[src/rtl/dino_jump_ctrl.sv]
// Per-frame jump physics for the VGA dino: on each VS falling edge it advances
// the vertical position and writes the new Y to peripheral register 1.
module dino_jump_ctrl #(
   parameter int GROUND_Y = 360,
   parameter int JUMP_VEL = 12,
   parameter int GRAVITY  = 1,
   parameter int MAX_FALL = 15
) (
   input  logic        clk,
   input  logic        reset,
   input  logic        vga_vs,
   input  logic        jump_req,
   output logic        av_chipselect,
   output logic        av_write,
   output logic [2:0]  av_address,
   output logic [31:0] av_writedata,
   output logic [9:0]  dino_y,
   output logic        airborne,
   output logic [1:0]  o_dbg_seq
);

   // Avalon handshake: the target has no waitrequest, so av_write and
   // av_chipselect are a single-cycle pulse and the write completes in it.
   typedef enum logic [1:0] {
      SEQ_WAIT   = 2'd0,
      SEQ_UPDATE = 2'd1,
      SEQ_WRITE  = 2'd2
   } seq_t;

   typedef enum logic {
      MOT_GROUND = 1'b0,
      MOT_AIR    = 1'b1
   } mot_t;

   localparam logic signed [11:0] GY_S        = 12'(GROUND_Y);
   localparam logic signed [11:0] TAKEOFF_Y   = 12'(GROUND_Y - JUMP_VEL);
   localparam logic signed [5:0]  TAKEOFF_VEL = 6'(JUMP_VEL - GRAVITY);
   localparam logic signed [6:0]  GRAV_S      = 7'(GRAVITY);
   localparam logic signed [6:0]  FALL_LIM    = 7'(-MAX_FALL);
   localparam logic [9:0]         GY_10       = 10'(GROUND_Y);

   seq_t               r_seq;
   mot_t               r_mot;
   logic [9:0]         r_dino_y;
   logic signed [5:0]  r_vel;
   logic               r_jump_pend;
   logic               r_vs_prev;
   logic               r_av_write;
   logic [31:0]        r_av_writedata;
   logic               r_airborne;

   logic               w_tick;
   logic signed [11:0] w_y_ext;
   logic signed [11:0] w_vel_ext;
   logic signed [11:0] w_ny;
   logic signed [6:0]  w_vel_dec;
   logic signed [5:0]  w_vel_nxt;
   logic [9:0]         w_y_nxt;
   logic signed [5:0]  w_vel_fin;
   mot_t               w_mot_nxt;

   assign w_tick = r_vs_prev & ~vga_vs;

   always_comb begin
      w_y_ext   = {2'b00, r_dino_y};
      w_vel_ext = {{6{r_vel[5]}}, r_vel};
      w_vel_dec = $signed({r_vel[5], r_vel}) - GRAV_S;
      w_ny      = GY_S;
      w_vel_nxt = '0;
      if (r_mot == MOT_AIR) begin
         w_ny      = w_y_ext - w_vel_ext;
         w_vel_nxt = (w_vel_dec < FALL_LIM) ? FALL_LIM[5:0] : w_vel_dec[5:0];
      end else if (r_jump_pend) begin
         w_ny      = TAKEOFF_Y;
         w_vel_nxt = TAKEOFF_VEL;
      end
      // Resting on the ground is just a landing that never left the floor.
      if (w_ny >= GY_S) begin
         w_y_nxt   = GY_10;
         w_vel_fin = '0;
         w_mot_nxt = MOT_GROUND;
      end else if (w_ny[11]) begin
         w_y_nxt   = '0;
         w_vel_fin = w_vel_nxt;
         w_mot_nxt = MOT_AIR;
      end else begin
         w_y_nxt   = w_ny[9:0];
         w_vel_fin = w_vel_nxt;
         w_mot_nxt = MOT_AIR;
      end
   end

   always_ff @(posedge clk or posedge reset) begin
      if (reset) begin
         r_seq          <= SEQ_WAIT;
         r_mot          <= MOT_GROUND;
         r_dino_y       <= GY_10;
         r_vel          <= '0;
         r_jump_pend    <= 1'b0;
         r_vs_prev      <= 1'b1;
         r_av_write     <= 1'b0;
         r_av_writedata <= {22'b0, GY_10};
         r_airborne     <= 1'b0;
      end else begin
         r_vs_prev  <= vga_vs;
         r_av_write <= 1'b0;
         if (r_seq != SEQ_UPDATE && jump_req && r_mot == MOT_GROUND)
            r_jump_pend <= 1'b1;
         case (r_seq)
            SEQ_WAIT: begin
               if (w_tick)
                  r_seq <= SEQ_UPDATE;
            end
            SEQ_UPDATE: begin
               r_dino_y       <= w_y_nxt;
               r_vel          <= w_vel_fin;
               r_mot          <= w_mot_nxt;
               r_airborne     <= (w_mot_nxt == MOT_AIR);
               r_jump_pend    <= 1'b0;
               r_av_write     <= 1'b1;
               r_av_writedata <= {22'b0, w_y_nxt};
               r_seq          <= SEQ_WRITE;
            end
            SEQ_WRITE: begin
               r_seq <= SEQ_WAIT;
            end
            default: begin
               r_seq <= SEQ_WAIT;
            end
         endcase
      end
   end

   assign av_write      = r_av_write;
   assign av_chipselect = r_av_write;
   assign av_address    = 3'h1;
   assign av_writedata  = r_av_writedata;
   assign dino_y        = r_dino_y;
   assign airborne      = r_airborne;
   assign o_dbg_seq     = r_seq;

endmodule

[config.mk]
export PLATFORM = sky130hd
export DESIGN_NAME = dino_jump_ctrl
export DESIGN_NICKNAME = d
export VERILOG_FILES = /design/src/rtl/dino_jump_ctrl.sv
export SDC_FILE = /design/constraint.sdc
export NUM_CORES = 1
export LEC_CHECK = 0
export CAP_MARGIN = 20
export CORE_ASPECT_RATIO = 1.4
export CORE_UTILIZATION = 52
export CTS_CLUSTER_SIZE = 20
export DETAILED_ROUTE_END_ITERATION = 16
export HOLD_SLACK_MARGIN = 0.03
export PLACE_DENSITY = 0.86
export SLEW_MARGIN = 20
export SYNTH_ARGS = -nofsm -noshare
export SYNTH_HDL_FRONTEND = slang
export SYNTH_SLANG_ARGS = --single-unit
export TNS_END_PERCENT = 30
[constraint.sdc]
create_clock -name clk -period 4.3 [get_ports clk]
set_input_delay 1.075 -clock clk [delete_from_list [all_inputs] [get_ports clk]]
set_output_delay 1.075 -clock clk [all_outputs]
set_load 0.01 [all_outputs]
# --- Word level (Yosys, flattened, before mapping) ---
# Cells that the tools add are included.
op_classes:
  add_sub_neg: 2
  mul: 0
  div_mod_pow: 0
  order_cmp: 2
  n_eq_ne: 3
  shifts: 0
  n_mux: 14
  n_bitwise: 3
  n_reduce_logical: 4
op_table:
  columns: ["op", "count"]
  rows:
  - ["2-to-1 mux 6 bit", 4]
  - ["2-to-1 mux 10 bit", 2]
  - [">= comparator 12 x 10 -> 1 bit, second input constant", 1]
  - ["2-to-1 mux 12 bit", 1]
  - ["subtractor 11 x 6 -> 12 bit", 1]
  - ["< comparator 7 x 5 -> 1 bit, second input constant", 1]
  - ["subtractor 6 x 2 -> 7 bit, second input constant", 1]
  - ["2-to-1 mux 1 bit", 4]
  - ["2-to-1 mux 4 bit", 1]
  - ["one-hot mux 2 bit (2 select lines)", 1]
  - ["equality test 2 x 1 -> 1 bit, second input constant", 1]
  - ["logical AND 1 bit", 2]
  - ["logical NOT 2 bit", 1]
  - ["2-to-1 mux 2 bit", 1]
  - ["!= test 2 x 1 -> 1 bit, second input constant", 1]
  - ["!= test 2 bit, second input constant", 1]
  - ["NOT 1 bit", 2]
  - ["nonzero test 2 bit", 1]
  - ["bitwise AND 1 bit", 1]
word_totals:
  reg_bits: 22
  latch_bits: 0
  ramBits: 0
  romBits: 0
  out_inout_bits: 50
  wordCells: 35
  memories: 0

# --- Longest topological paths before layout ---
# Gate-level depths: netlist of the first run.
depth:
  depth_word: 5
  ltp_mapped: 12
  depth_no_buf: 12

# --- Worst setup path before layout of the first run ---
# OpenSTA, ideal clock, no wires.
synth_path:
  kind: "register -> register"
  start: "register av_writedata[0] (netlist name)"
  end: "register r_av_writedata[2] (netlist: av_writedata[2])"
  setup_time_ps: 92
  arrival_ps: 2564
  required_ps: 4208
  path_slack_ps: 1645
  stages_incl_launch_ff: 13
  path_buffers: 0
  synth_period_minus_slack_ps: 2655
  cell_sequence: "dfrtp_1 > inv_1 > ha_1 > inv_1 > fa_1 > a211oi_2 > o21bai_1 > a21oi_1 > xor2_1 > nor3_1 > o31ai_4 > nand2_4 > o31ai_2"
synth_lines:
  columns: ["element", "line", "rtl"]
  rows:
  - ["to (signal assigned)", "102", "r_av_writedata <= {22'b0, GY_10};"]
  - ["to (signal assigned)", "121", "r_av_writedata <= {22'b0, w_y_nxt};"]
  - ["to (decl)", "49", "logic [31:0] r_av_writedata;"]

==> results of run 1 <==
stage by stage:
step | std cells | worst slack, ns | util (%) | hold WS, ns
final | 275 | 1.23 | 59.5 | 0.467
after global routing | 275 | 1.07 | 59.5 | 0.487
after CTS | 275 | 1.28 | 59.5 | 0.470
after detailed placement | 271 | 1.33 | 57.5 | 0.458
after global placement | 271 | 1.47 | 57.5 | 0.440
after floorplan | 242 | 1.64 | - | 0.476
layer usage:
layer / up-vias / part of all wire (%)
li1: 738 / -
met1: 729 / 40
met3: 13 / 4.9
met2: 70 / 52
met4: 0 / 3.4
met5: - / 0
worst max-delay path, delay by kind of cell (launching register included):
kind | cells | cell delay, ns
flops | 1 | 0.41
simple gates | 2 | 0.28
buf+inv | 2 | 0.14
fa+ha+maj | 2 | 0.61
compound gates | 5 | 1.34
xor+xnor | 1 | 0.22
cell usage after synthesis (2+ instances only):
master    instances
o31ai_2           3
a211oi_2          2
nand3_1           3
conb_1            2
dfstp_2           5
xor2_1            6
nor2_1           12
o21a_1            2
o22ai_1           5
o211ai_1          3
buf_4            37
xnor2_1           4
nand2b_1          3
nand2_1          16
a21oi_1          13
clkbuf_1          2
nor3_1            6
inv_1            15
nor2b_1           2
o221ai_1          2
ha_1             12
o21ai_0          13
o22ai_2           2
a22oi_1           2
dfrtp_1          17
flip-flops by register name, summed over array words and instances (netlist names):
register,cells
av_writedata,10
r_mot,1
r_vel,6
av_chipselect,1
r_vs_prev,1
o_dbg_seq,2
r_jump_pend,1
worst min path at each step:
| stage | startpoint | to | slack (ns) | cells after the start |
|---|---|---|---|---|
| 2_1_floorplan | r_jump_pend | r_jump_pend | 0.48 | 2 |
| 3_3_place_gp | o_dbg_seq[1] | o_dbg_seq[0] | 0.44 | 1 |
| 3_5_place_dp | o_dbg_seq[1] | o_dbg_seq[0] | 0.46 | 1 |
| 4_1_cts | o_dbg_seq[1] | o_dbg_seq[0] | 0.47 | 1 |
| 5_1_grt | o_dbg_seq[1] | o_dbg_seq[0] | 0.49 | 1 |
| 6_report | o_dbg_seq[1] | o_dbg_seq[0] | 0.47 | 1 |
kinds of logic after synthesis:
family,count (synthesis)
flops,22
buf+inv,56
simple gates,54
xor+xnor,10
compound gates,62
fa+ha+maj,13
other cells,2
area by class of cell:
type | count | share of cell area [%]
multi-input cells | 164 | 52.6
clock buffers | 3 | 1.92
inverters | 15 | 2.62
flip-flops and latches | 22 | 25.9
well taps | 42 | 2.45
clock inverters | 1 | 1.40
repair buffers | 28 | 13.1
report_power, final:
part	total (mW)	leakage (nW)	switching, mW	internal (mW)
logic	1.52	0.612	0.883	0.636
registers	0.389	0.272	0.0981	0.291
clock network	0.196	0.0357	0.0714	0.124
==> results_dict.tcl, run 1 <==
set metrics [dict create \
    hold_buffers 0 \
    avgRoutedWirePerCell_um 15.0 \
    synth_warnings 0 \
    r2r_slack_ns 1.23 \
    end_kind "flop" \
    relSlewSlack_pct 42.9 \
    crit_end "av_writedata[4]" \
    drt_pass1_iterations 11 \
    fill_cells 322 \
    grt_use_met1_pct 27.0 \
    cts_tree "done" \
    syn_to_final_growth_pct 9.65 \
    r2r_end "av_writedata[4]" \
    p_per_area_nw_per_um2 980 \
    violations "DRC" \
    final_area_sq_um 2150 \
    gp_congestion 0.942 \
    hold_violations 0 \
    busiest_layer "met2" \
    die_w_um 53.9 \
    outcome "finished, violations left" \
    async_flop_share_pct 100 \
    dp_hpwl_um 3180 \
    rsz0062_at_grt "false" \
    ios 54 \
    vias 1550 \
    synth_top_flop_cell "dfrtp_1" \
    final-max-slew-violation-count 0 \
    drt_iter0_markers 64 \
    crit_arrival_ns 3.25 \
    skew_ns 0.00344 \
    rows 26 \
    drv_cap 0 \
    antenna_found_initial 0 \
    netlist.area_leader.share_pct 21.7 \
    regArea_sq_um 557 \
    post_cts_resized 0 \
    start_util_pct 54.2 \
    final_cell_mix "clkdlybuf4s50_1, conb_1, dfrtp_1" \
    die_area_sq_um 4020 \
    met3_usage_pct 2.66 \
    post_synth_fa_ha_maj_area_fraction_pct 8.69 \
    synth-xor-area-share_pct 4.47 \
    cp_slowest_cell "fa_1" \
    drcViolationCount 1 \
    finalSetupViolations 0 \
    clk_latency_ns 0.27 \
    grt_pass1_wl_um 6600 \
    clkTransAtPathRegs_ns 0.08 \
    final_antenna_net_count 0 \
    synth_top_family_by_area "compound AO/OA/AOI/OAI gates" \
    timing.final.crit_share_pct 71.5 \
    syn_area_sq_um 1960 \
    synthMuxAreaShare_pct 0 \
    nets 251 \
    cp_cell_sequence "inv_1, ha_1, inv_1, fa_1, a211oi_2, o21bai_1, a21oi_1, xor2_1, nor3_1, o31ai_4, nand2_4, o31ai_2" \
    synth_compound_area_share_pct 25.6 \
    htreeDepth 1 \
    die_h_um 74.6 \
    p_leak_nw 0.920 \
    synth.avg_cell_area_sq_um 8.94 \
    worstReg2RegStart "av_writedata[0]" \
    synth_edf_count 0 \
    first_global_vias 1446 \
    ir_worst_vdd_mv 0.632 \
    layout_commonest_cell "clkdlybuf4s50_1" \
    grt_max_degree 23 \
    ys_ff_latch 22 \
    rr_worst_depth 12 \
    synthSimpleGateAreaFrac_pct 14.2 \
    placed_cell_area_sq_um 2080 \
    path_common_cell "inv_1" \
    cts_setup_buffers 0 \
    cp.required_ns 4.47 \
    clk_path_buf_depth 2 \
    cts_buffers 3 \
    vias_per_cell 5.64 \
    io_buffers 28 \
    yosysTopAreaCell "dfrtp_1" \
    setup-tns-final_ns 0 \
    synth_seq_area_share_pct 28.4 \
    antenna_cells 0 \
    crit_type "reg -> reg" \
    startpoint "av_writedata[0]" \
    slowest_delay_ns 0.42 \
    wl_um 4130 \
    fmax_ghz 0.325 \
    globalRouteMet2Util_pct 37.7 \
    startpoint_type "flop" \
    drive_gt1_share_pct 11.2 \
    period_minus_slack_ns 3.07 \
    hold_class "reg -> reg" \
    crit_fanout 9 \
    track_usage_pct 22.4 \
    multi_input_area_sq_um 1130 \
    tightest_slew_ns 0.856 \
    grt_remaining_overflow 0 \
    netlist_top_cells_area "dfrtp_1, buf_4, ha_1" \
    ys_types 55 \
    total_power_mw 2.10 \
    cts.sinks 22 \
    cts_root_buf "clkbuf_8" \
    core_sq_um 3610 \
    syn-instance-count 219 \
]
(Power assumes the default switching activity.)
==> run 2: changes to the inputs <==
--- a/config.mk
+++ b/config.mk
@@ -7,11 +7,11 @@
 export LEC_CHECK = 0
 export CAP_MARGIN = 20
 export CORE_ASPECT_RATIO = 1.4
-export CORE_UTILIZATION = 52
+export CORE_UTILIZATION = 44
 export CTS_CLUSTER_SIZE = 20
 export DETAILED_ROUTE_END_ITERATION = 16
 export HOLD_SLACK_MARGIN = 0.03
-export PLACE_DENSITY = 0.86
+export PLACE_DENSITY = 0.77
 export SLEW_MARGIN = 20
 export SYNTH_ARGS = -nofsm -noshare
 export SYNTH_HDL_FRONTEND = slang
==> constraint.sdc (replaced) <==
create_clock -name clk -period 2.7 [get_ports clk]
set_input_delay 0.675 -clock clk [delete_from_list [all_inputs] [get_ports clk]]
set_output_delay 0.675 -clock clk [all_outputs]
set_load 0.01 [all_outputs]
==> run 2 against run 1 <==
The run ends with setup timing left. Flip-flop and latch count unchanged. Hold slack worse by 0.0092 ns. Wire length rose by 4.6%. Final area rose by 9.7%. Via count increased by 6.6%. Cell count grew 12%. First-iteration DRC count down 4.7%. Sequential share of layout area fell by 2.3 points. Maximum frequency rose by 13%. Non-clock buffer count up 15. Setup slack got worse by 1.2 ns.
==> results_dict.tcl, run 2 (synthesized netlist as in run 1, its figures left out) <==
set metrics [dict create \
    outcome "finished, violations left" \
    violations "setup timing" \
    layout_commonest_cell "clkdlybuf4s50_1" \
    final_area_sq_um 2350 \
    first_global_vias 1456 \
    placed_cell_area_sq_um 2180 \
    end_kind "flop" \
    core_sq_um 4240 \
    antenna_cells 0 \
    avgRoutedWirePerCell_um 14.0 \
    final_cell_mix "clkdlybuf4s50_1, conb_1, dfrtp_1" \
    ios 54 \
    grt_max_degree 23 \
    crit_arrival_ns 2.90 \
    holdWs_ns 0.458 \
    final_util_pct 55.5 \
    rows 28 \
    vias 1652 \
    die_h_um 80.9 \
    timing.final.crit_share_pct 100 \
    skew_ns 0.00181 \
    hold_violations 0 \
    fmax_ghz 0.369 \
    globalRouteMet2Util_pct 31.8 \
    relSlewSlack_pct 60.2 \
    antenna_found_initial 0 \
    met3_usage_pct 2.23 \
    track_usage_pct 18.8 \
    cts_buffers 3 \
    final_antenna_net_count 0 \
    grt_remaining_overflow 0 \
    setup_ws_ns -0.0103 \
    drv_cap 0 \
    gp_congestion 0.998 \
    period_minus_slack_ns 2.71 \
    drt_pass1_iterations 4 \
    rsz0062_at_grt "true" \
    syn_to_final_growth_pct 20.3 \
    drcViolationCount 0 \
    vias_per_cell 5.35 \
    multi_input_area_sq_um 1200 \
    pre_cts_slack_ns -0.0756 \
    dp_hpwl_um 3160 \
    cts_tree "done" \
    cts.sinks 22 \
    fill_cells 369 \
    startpoint_type "flop" \
    regArea_sq_um 557 \
    start_util_pct 46.2 \
    io_buffers 28 \
    crit_fanout 4 \
    drt_iter0_markers 61 \
    htreeDepth 1 \
    largest_reg_flops 10 \
    tightest_slew_ns 0.591 \
    grt_use_met1_pct 21.1 \
    clkTransAtPathRegs_ns 0.09 \
    wl_um 4320 \
    nets 267 \
    busiest_layer "met2" \
    cp.required_ns 2.89 \
    cts_root_buf "clkbuf_8" \
    crit_type "reg -> reg" \
    grt_pass1_wl_um 6670 \
    clk_path_buf_depth 2 \
    hold_class "reg -> reg" \
    drive_gt1_share_pct 21.7 \
    clk_latency_ns 0.27 \
    finalSetupViolations 2 \
    final-max-slew-violation-count 0 \
    die_area_sq_um 4720 \
    hold_buffers 0 \
    die_w_um 58.4 \
]
## run 2: changes by cell type in the layout (fill, tap and decap cells not counted), moves of 2 or more
cell	delta
o21ai_0	-2
o21ai_1	+2
nor3_1	-2
nor3_2	+2
buf_4	+15
inv_1	-2
inv_2	+2
## run 2: area by class of cell
| type | count | share of cell area (%) |
|---|---|---|
| Timing Repair Buffer | 43 | 16.7 |
| Inverter | 15 | 2.39 |
| Clock inverter | 1 | 1.28 |
| Sequential cell | 22 | 23.6 |
| Clock buffer | 3 | 1.75 |
| Tap cell | 60 | 3.19 |
| Multi-Input combinational cell | 165 | 51.1 |
## run 2: metrics by stage
step | TNS (ns) | instances
6_report | -0.0163 | 309
3_5_place_dp | -0.338 | 300
3_3_place_gp | -0.0592 | 300
5_1_grt | -1.09 | 309
2_1_floorplan | 0 | 242
4_1_cts | 0 | 308
## run 2: path summary, 6_finish.rpt
check	start	endpoint	slack [ns]	cells after the start
max in group asynchronous	reset	r_vs_prev	1.69	3
setup / recovery	av_writedata[0]	av_writedata[0]	-0.01	12
hold / removal	o_dbg_seq[1]	o_dbg_seq[0]	0.46	1
hold reg to reg	o_dbg_seq[1]	o_dbg_seq[0]	0.46	1
setup reg to reg	av_writedata[0]	av_writedata[0]	-0.01	12
min in group asynchronous	reset	r_vel[0]	0.73	3
## run 2: per-layer routing
| metal | routed length [um] | share of wire (%) |
|---|---|---|
| met2 | 2200 | 51 |
| met1 | 1720 | 40 |
| met3 | 134 | 3.1 |
| met5 | 0 | 0 |
| met4 | 262 | 6.1 |
## run 2: worst max-delay path, stage by stage, from the launching register on
cell,delay [ns]
dfrtp_1,0.39
inv_2,0.07
ha_4,0.12
inv_2,0.04
fa_2,0.38
a211oi_4,0.29
o21a_1,0.15
o21ai_0,0.10
xnor2_1,0.25
o22ai_2,0.15
o31ai_4,0.33
nand3_1,0.17
o31ai_2,0.18
## run 2: repair_timing
| item | in CTS | in global routing |
|---|---|---|
| setup endpoints to repair | 12 | 15 |
| resized for setup | 0 | 16 |
| pin swaps | 5 | 17 |
| setup buffers | 4 | 0 |
| cloned | 0 | 1 |
Power of run 2 is left out: the tool's default activity adds up to more than one toggle a clock period on the data nets, which glitch-free logic cannot reach.
==> run 3: changes to the inputs <==
--- a/config.mk
+++ b/config.mk
@@ -7,6 +7,7 @@
 export LEC_CHECK = 0
 export CAP_MARGIN = 20
 export CORE_ASPECT_RATIO = 1.4
+export CORE_MARGIN = 1
 export CORE_UTILIZATION = 44
 export CTS_CLUSTER_SIZE = 20
 export DETAILED_ROUTE_END_ITERATION = 16
==> results of run 3 <==
Final layout, timing and power as in run 2 (identical DEF).
Power of run 3 is left out for the same reason.
